$ cat config.mk
export PLATFORM = sky130hd
export DESIGN_NAME = dp_ram_arb
export DESIGN_NICKNAME = d
export VERILOG_FILES = /design/src/rtl/dp_ram_arb.sv
export SDC_FILE = /design/constraint.sdc
export NUM_CORES = 1
export LEC_CHECK = 0
export CAP_MARGIN = 20
export CELL_PAD_IN_SITES_DETAIL_PLACEMENT = 0
export CELL_PAD_IN_SITES_GLOBAL_PLACEMENT = 2
export CORE_MARGIN = 2
export CORE_UTILIZATION = 18
export CTS_CLUSTER_DIAMETER = 80
export DETAILED_ROUTE_END_ITERATION = 8
export PLACE_DENSITY = 0.77
export REMOVE_ABC_BUFFERS = 1
export SYNTH_ARGS = -nofsm -noshare
export SYNTH_HDL_FRONTEND = slang
export SYNTH_SLANG_ARGS = --single-unit
export TNS_END_PERCENT = 50
$ cat constraint.sdc
create_clock -name clk -period 2.8 [get_ports clk]
set_input_delay 0.7 -clock clk [delete_from_list [all_inputs] [get_ports clk]]
set_output_delay 0.7 -clock clk [all_outputs]
set_load 0.005 [all_outputs]
$ cat src/rtl/dp_ram_arb.sv
// Dual-client arbiter in front of a single-port-per-direction RAM.
// The write and read ports each have their own 1-bit round-robin pointer.
// Read data comes back with a fixed latency of one cycle. A read and a write to
// the same address in the same cycle can optionally forward the write data.
module dp_ram_arb #(
  parameter int unsigned ADDR_W = 5,
  parameter int unsigned DATA_W = 8,
  parameter int unsigned BYPASS = 1
) (
  input  logic              clk,
  input  logic              rst,

  // Write clients
  input  logic [1:0]        wr_req,
  input  logic [ADDR_W-1:0] wr_addr0,
  input  logic [ADDR_W-1:0] wr_addr1,
  input  logic [DATA_W-1:0] w_data0,
  input  logic [DATA_W-1:0] w_data1,
  output logic [1:0]        wr_gnt,

  // Read clients
  input  logic [1:0]        rd_req,
  input  logic [ADDR_W-1:0] rd_addr0,
  input  logic [ADDR_W-1:0] rd_addr1,
  output logic [1:0]        rd_gnt,
  output logic [1:0]        rd_valid,
  output logic [DATA_W-1:0] rd_data,

  // RAM side
  output logic              ram_wr_en,
  output logic [ADDR_W-1:0] ram_wr_addr,
  output logic [DATA_W-1:0] ram_w_data,
  output logic              ram_rd_en,
  output logic [ADDR_W-1:0] ram_rd_addr,
  input  logic [DATA_W-1:0] ram_r_data
);

  // Round-robin pointers: index of the client that wins a tie
  logic wr_ptr_q, wr_ptr_d;
  logic rd_ptr_q, rd_ptr_d;

  // Read response pipeline
  logic [1:0]        rd_valid_q, rd_valid_d;
  logic [DATA_W-1:0] rd_data_q,  rd_data_d;

  // Same-address forwarding state
  logic              byp_q,      byp_d;
  logic [DATA_W-1:0] byp_data_q, byp_data_d;

  logic hazard;
  logic use_byp;

  // Write grant: combinational from request and pointer, forced idle in reset
  always_comb begin
    wr_gnt = 2'b00;
    if (!rst) begin
      unique case (wr_req)
        2'b01:   wr_gnt = 2'b01;
        2'b10:   wr_gnt = 2'b10;
        2'b11:   wr_gnt = wr_ptr_q ? 2'b10 : 2'b01;
        default: wr_gnt = 2'b00;
      endcase
    end
  end

  // Read grant: same policy with the read pointer
  always_comb begin
    rd_gnt = 2'b00;
    if (!rst) begin
      unique case (rd_req)
        2'b01:   rd_gnt = 2'b01;
        2'b10:   rd_gnt = 2'b10;
        2'b11:   rd_gnt = rd_ptr_q ? 2'b10 : 2'b01;
        default: rd_gnt = 2'b00;
      endcase
    end
  end

  // Pointers move to the client that lost; an idle cycle leaves them alone
  always_comb begin
    wr_ptr_d = wr_ptr_q;
    rd_ptr_d = rd_ptr_q;
    // gnt[0] set means client 0 won, so client 1 gets priority next
    if (|wr_gnt) wr_ptr_d = wr_gnt[0];
    if (|rd_gnt) rd_ptr_d = rd_gnt[0];
  end

  // RAM write side: mux from the granted client, zero when idle
  always_comb begin
    ram_wr_en   = |wr_gnt;
    ram_wr_addr = '0;
    ram_w_data  = '0;
    if (wr_gnt[0]) begin
      ram_wr_addr = wr_addr0;
      ram_w_data  = w_data0;
    end else if (wr_gnt[1]) begin
      ram_wr_addr = wr_addr1;
      ram_w_data  = w_data1;
    end
  end

  // RAM read side: mux from the granted client, zero when idle
  always_comb begin
    ram_rd_en   = |rd_gnt;
    ram_rd_addr = '0;
    if (rd_gnt[0]) begin
      ram_rd_addr = rd_addr0;
    end else if (rd_gnt[1]) begin
      ram_rd_addr = rd_addr1;
    end
  end

  // Same-cycle read and write to one address: remember the write data
  always_comb begin
    hazard     = ram_rd_en & ram_wr_en & (ram_rd_addr == ram_wr_addr);
    byp_d      = hazard;
    byp_data_d = hazard ? ram_w_data : byp_data_q;
  end

  // Response strobe follows the grant by one cycle
  always_comb begin
    rd_valid_d = rd_gnt;
  end

  // Response outputs; the strobe is masked during reset so a read granted just
  // before reset never shows up as a response
  always_comb begin
    rd_valid  = rst ? 2'b00 : rd_valid_q;
    use_byp   = (BYPASS != 0) && byp_q;
    rd_data_d = rd_data_q;
    if (|rd_valid) begin
      rd_data_d = use_byp ? byp_data_q : ram_r_data;
    end
    rd_data = rd_data_d;
  end

  // State registers with synchronous reset
  always_ff @(posedge clk) begin
    if (rst) begin
      wr_ptr_q   <= 1'b0;
      rd_ptr_q   <= 1'b0;
      rd_valid_q <= 2'b00;
      rd_data_q  <= '0;
      byp_q      <= 1'b0;
      byp_data_q <= '0;
    end else begin
      wr_ptr_q   <= wr_ptr_d;
      rd_ptr_q   <= rd_ptr_d;
      rd_valid_q <= rd_valid_d;
      rd_data_q  <= rd_data_d;
      byp_q      <= byp_d;
      byp_data_q <= byp_data_d;
    end
  end

endmodule

==> impl_metrics.toml <==
[timing]
timing.clock.skew_ns = 0.00256
grt_setup_unrepaired = "no"
drv_slew = 0
fin_crit_ns = 2.73
finalCritPeriodShare_pct = 97.4
fmax_mhz = 367
slew_headroom_pct = 66.2
tightest_slew_ns = 0.506
finalSetupViolations = 0
hold_viol_final = 0

[floorplanning]
row_count = 30
die_area_mm2 = 0.00763
initial_core_util_pct = 18.5
boundaryPins = 84
core_mm2 = 0.00676
die_x_um = 87.3
die_height_um = 87.3

[worst_setup_path]
path_class = "in -> out"
cp_data_required_time_ns = 2.10
crit_path_cell_trace = "clkdlybuf4s50_1 > mux2i_1 > o21ai_0 > clkdlybuf4s50_1"
reg2reg_depth = 10
cp_top_family = "buffers and inverters"
crit_cells = 4
cp-start-kind = "input pin"
cpMaxStageDelayCell = "clkdlybuf4s50_1"
cpMostUsedCell = "clkdlybuf4s50_1"
path_buf_inv = 2
arrival_ns = 2.03
endpoint_kind = "output port"
path_max_fanout = 2
cpPeakStageDelay_ns = 0.55

[routing]
vias = 1478
drt_pass1_iterations = 4
first_iter_violations = 33
wirelength_um = 4330
wl_per_cell_um = 12.8
drc = 0
routed_via_density = 4.39
ant_nets = 0

[cts]
tritoncts = "done"
clock-sinks = 21
clk_latency_ns = 0.26
cts.clk_slew.worst_paths_ns = 0.08
htreeDepth = 1
cts_max_path_buffers = 2
cts_made_buffers = 3
root_buffer = "clkbuf_8"

[hold_path]
hp-class = "reg -> reg"
hold-path-cell-count = 1

[synth]
syn_area_mm2 = 0.00125
seq_area_frac_synth_pct = 33.6
yosys.area.top_type = "dfxtp_1"
synth-edff-count = 0
netlist_instances = 144
yosysWarnings = 0
ys_async_sr_fraction_pct = 0
ys_seq_elements = 21
synth_area_leaders = "dfxtp_1 34%, a32oi_1 7.0%, mux2i_1 6.4%"
synth_top_flop_cell = "dfxtp_1"
synth.top_cell.area_share_pct = 33.6
synth_cell_types = 29
avgSynthCellArea_um2 = 8.68

[placed_design]
place_area_mm2 = 0.00237
place_hpwl_um = 3280
portBuffers = 83
gp_congestion = 0.712

[job]
cap_violations = 0

[pwr]
finalPower_mw = 0.822
p_leak_nw = 1.19
pwr_density_cell_mw_per_mm2 = 318
vdd_drop_max_v = 0.0000896

[layout]
diodes = 0
final_area_mm2 = 0.00259
drive_above_1_share_pct = 23.7
area_growth_pct = 107
nets = 308
fillers = 707

[global_route]
groute.usage.overall_pct = 10.7
grt_pass1_wl_um = 6350
grt_max_degree = 35
grt_overflow_total = 0
grt_pass1_vias = 1336
antenna_found_initial = 0

[status]
status = "finished clean"
## placed cells by master, fill, tap and decap left out, types with 2 or more instances in the layout
cell             count
and2_1              10
o21ai_1              4
o21ai_0              4
a22o_1               8
clkdlybuf4s50_1     56
dlymetal6s2s_1       8
or3_1                4
mux2_1               5
buf_12               4
a22oi_2              2
mux2i_1              8
nand2_1              8
nor2_1              16
nor2b_1             10
a32oi_2              7
mux2_2               3
and3_1               2
clkbuf_8             3
a211oi_1             2
a32oi_1              3
dlygate4sd2_1       19
buf_4               28
a21oi_1              4
buf_6                3
dfxtp_1             21
## cell usage after synthesis, types with 3 or more instances
master and n:
nand2_1 8, and3_1 3, mux2_2 3, mux2_1 5, a21oi_1 4, and2_1 11
a32oi_1 10, a22o_1 8, mux2i_1 8, clkbuf_1 7, nor2_1 16, o21ai_0 8
or3_1 4, dfxtp_1 21, nor2b_1 10
## sequential cells by signal, indices dropped and copies added (netlist names)
name        count
byp_data_q      8
byp_q           1
rd_valid_q      2
wr_ptr_q        1
rd_data_q       8
rd_ptr_q        1
## through the flow
stage	std cells	setup TNS (ns)	setup slack [ns]	utilization [%]	hold WS, ns
after floorplan	134	0	0.594	-	0.466
after global placement	323	-8.59	-0.287	35.1	0.497
after detailed placement	323	-8.81	-0.318	35.1	0.505
after CTS	329	-0.753	-0.198	36.5	0.517
after global routing	337	0	0.00428	38.3	0.547
final	337	0	0.0725	38.3	0.511
## cell type report
class | count | area [um^2] | share of cell area, %
timing repair buffer | 119 | 1160 | 44.7
sequential | 21 | 420 | 16.2
inverter | 2 | 7.51 | 0.290
clock inverter | 1 | 5.00 | 0.193
clock buffer | 3 | 41.3 | 1.60
tap | 80 | 100 | 3.87
multi-input combinational | 111 | 857 | 33.1
## metal layers
layer / share of wire (%) / vias up / track usage, %
li1: - / 750 / -
met1: 45 / 661 / 13.5
met2: 43 / 65 / 17.2
met3: 11 / 2 / 3.98
met4: 0.39 / 0 / 2.52
met5: 0 / - / 0
## worst paths after layout
kind,start,end,slack [ns]
max,ram_r_data[5],rd_data[5],0.07
min,wr_ptr_q,wr_ptr_q,0.51
max reg2reg,rd_ptr_q,byp_data_q[4],0.45
min reg2reg,wr_ptr_q,wr_ptr_q,0.51
## cell families after synthesis
group                  share of synthesized area [%]
and+or+nand+nor                                 24.1
AOI/OAI and AO/OA                               24.8
DFF                                             33.6
muxes                                           13.6
buffers and inverters                           3.80
## where the power goes
group	switching [mW]	leakage, nW	internal (mW)
sequential	0.00791	0.171	0.310
clock	0.0999	0.0255	0.0990
combinational	0.110	0.997	0.195
## repair_timing
action / in CTS / in global routing
hold endpoints to repair: 0 / 0
endpoints found under the setup margin: 32 / 18
pin swaps: 1 / 3
hold buffers: 0 / 0
gates resized for setup: 34 / 13
buffers inserted: 2 / 8
Power figures use the tool's default switching activity.
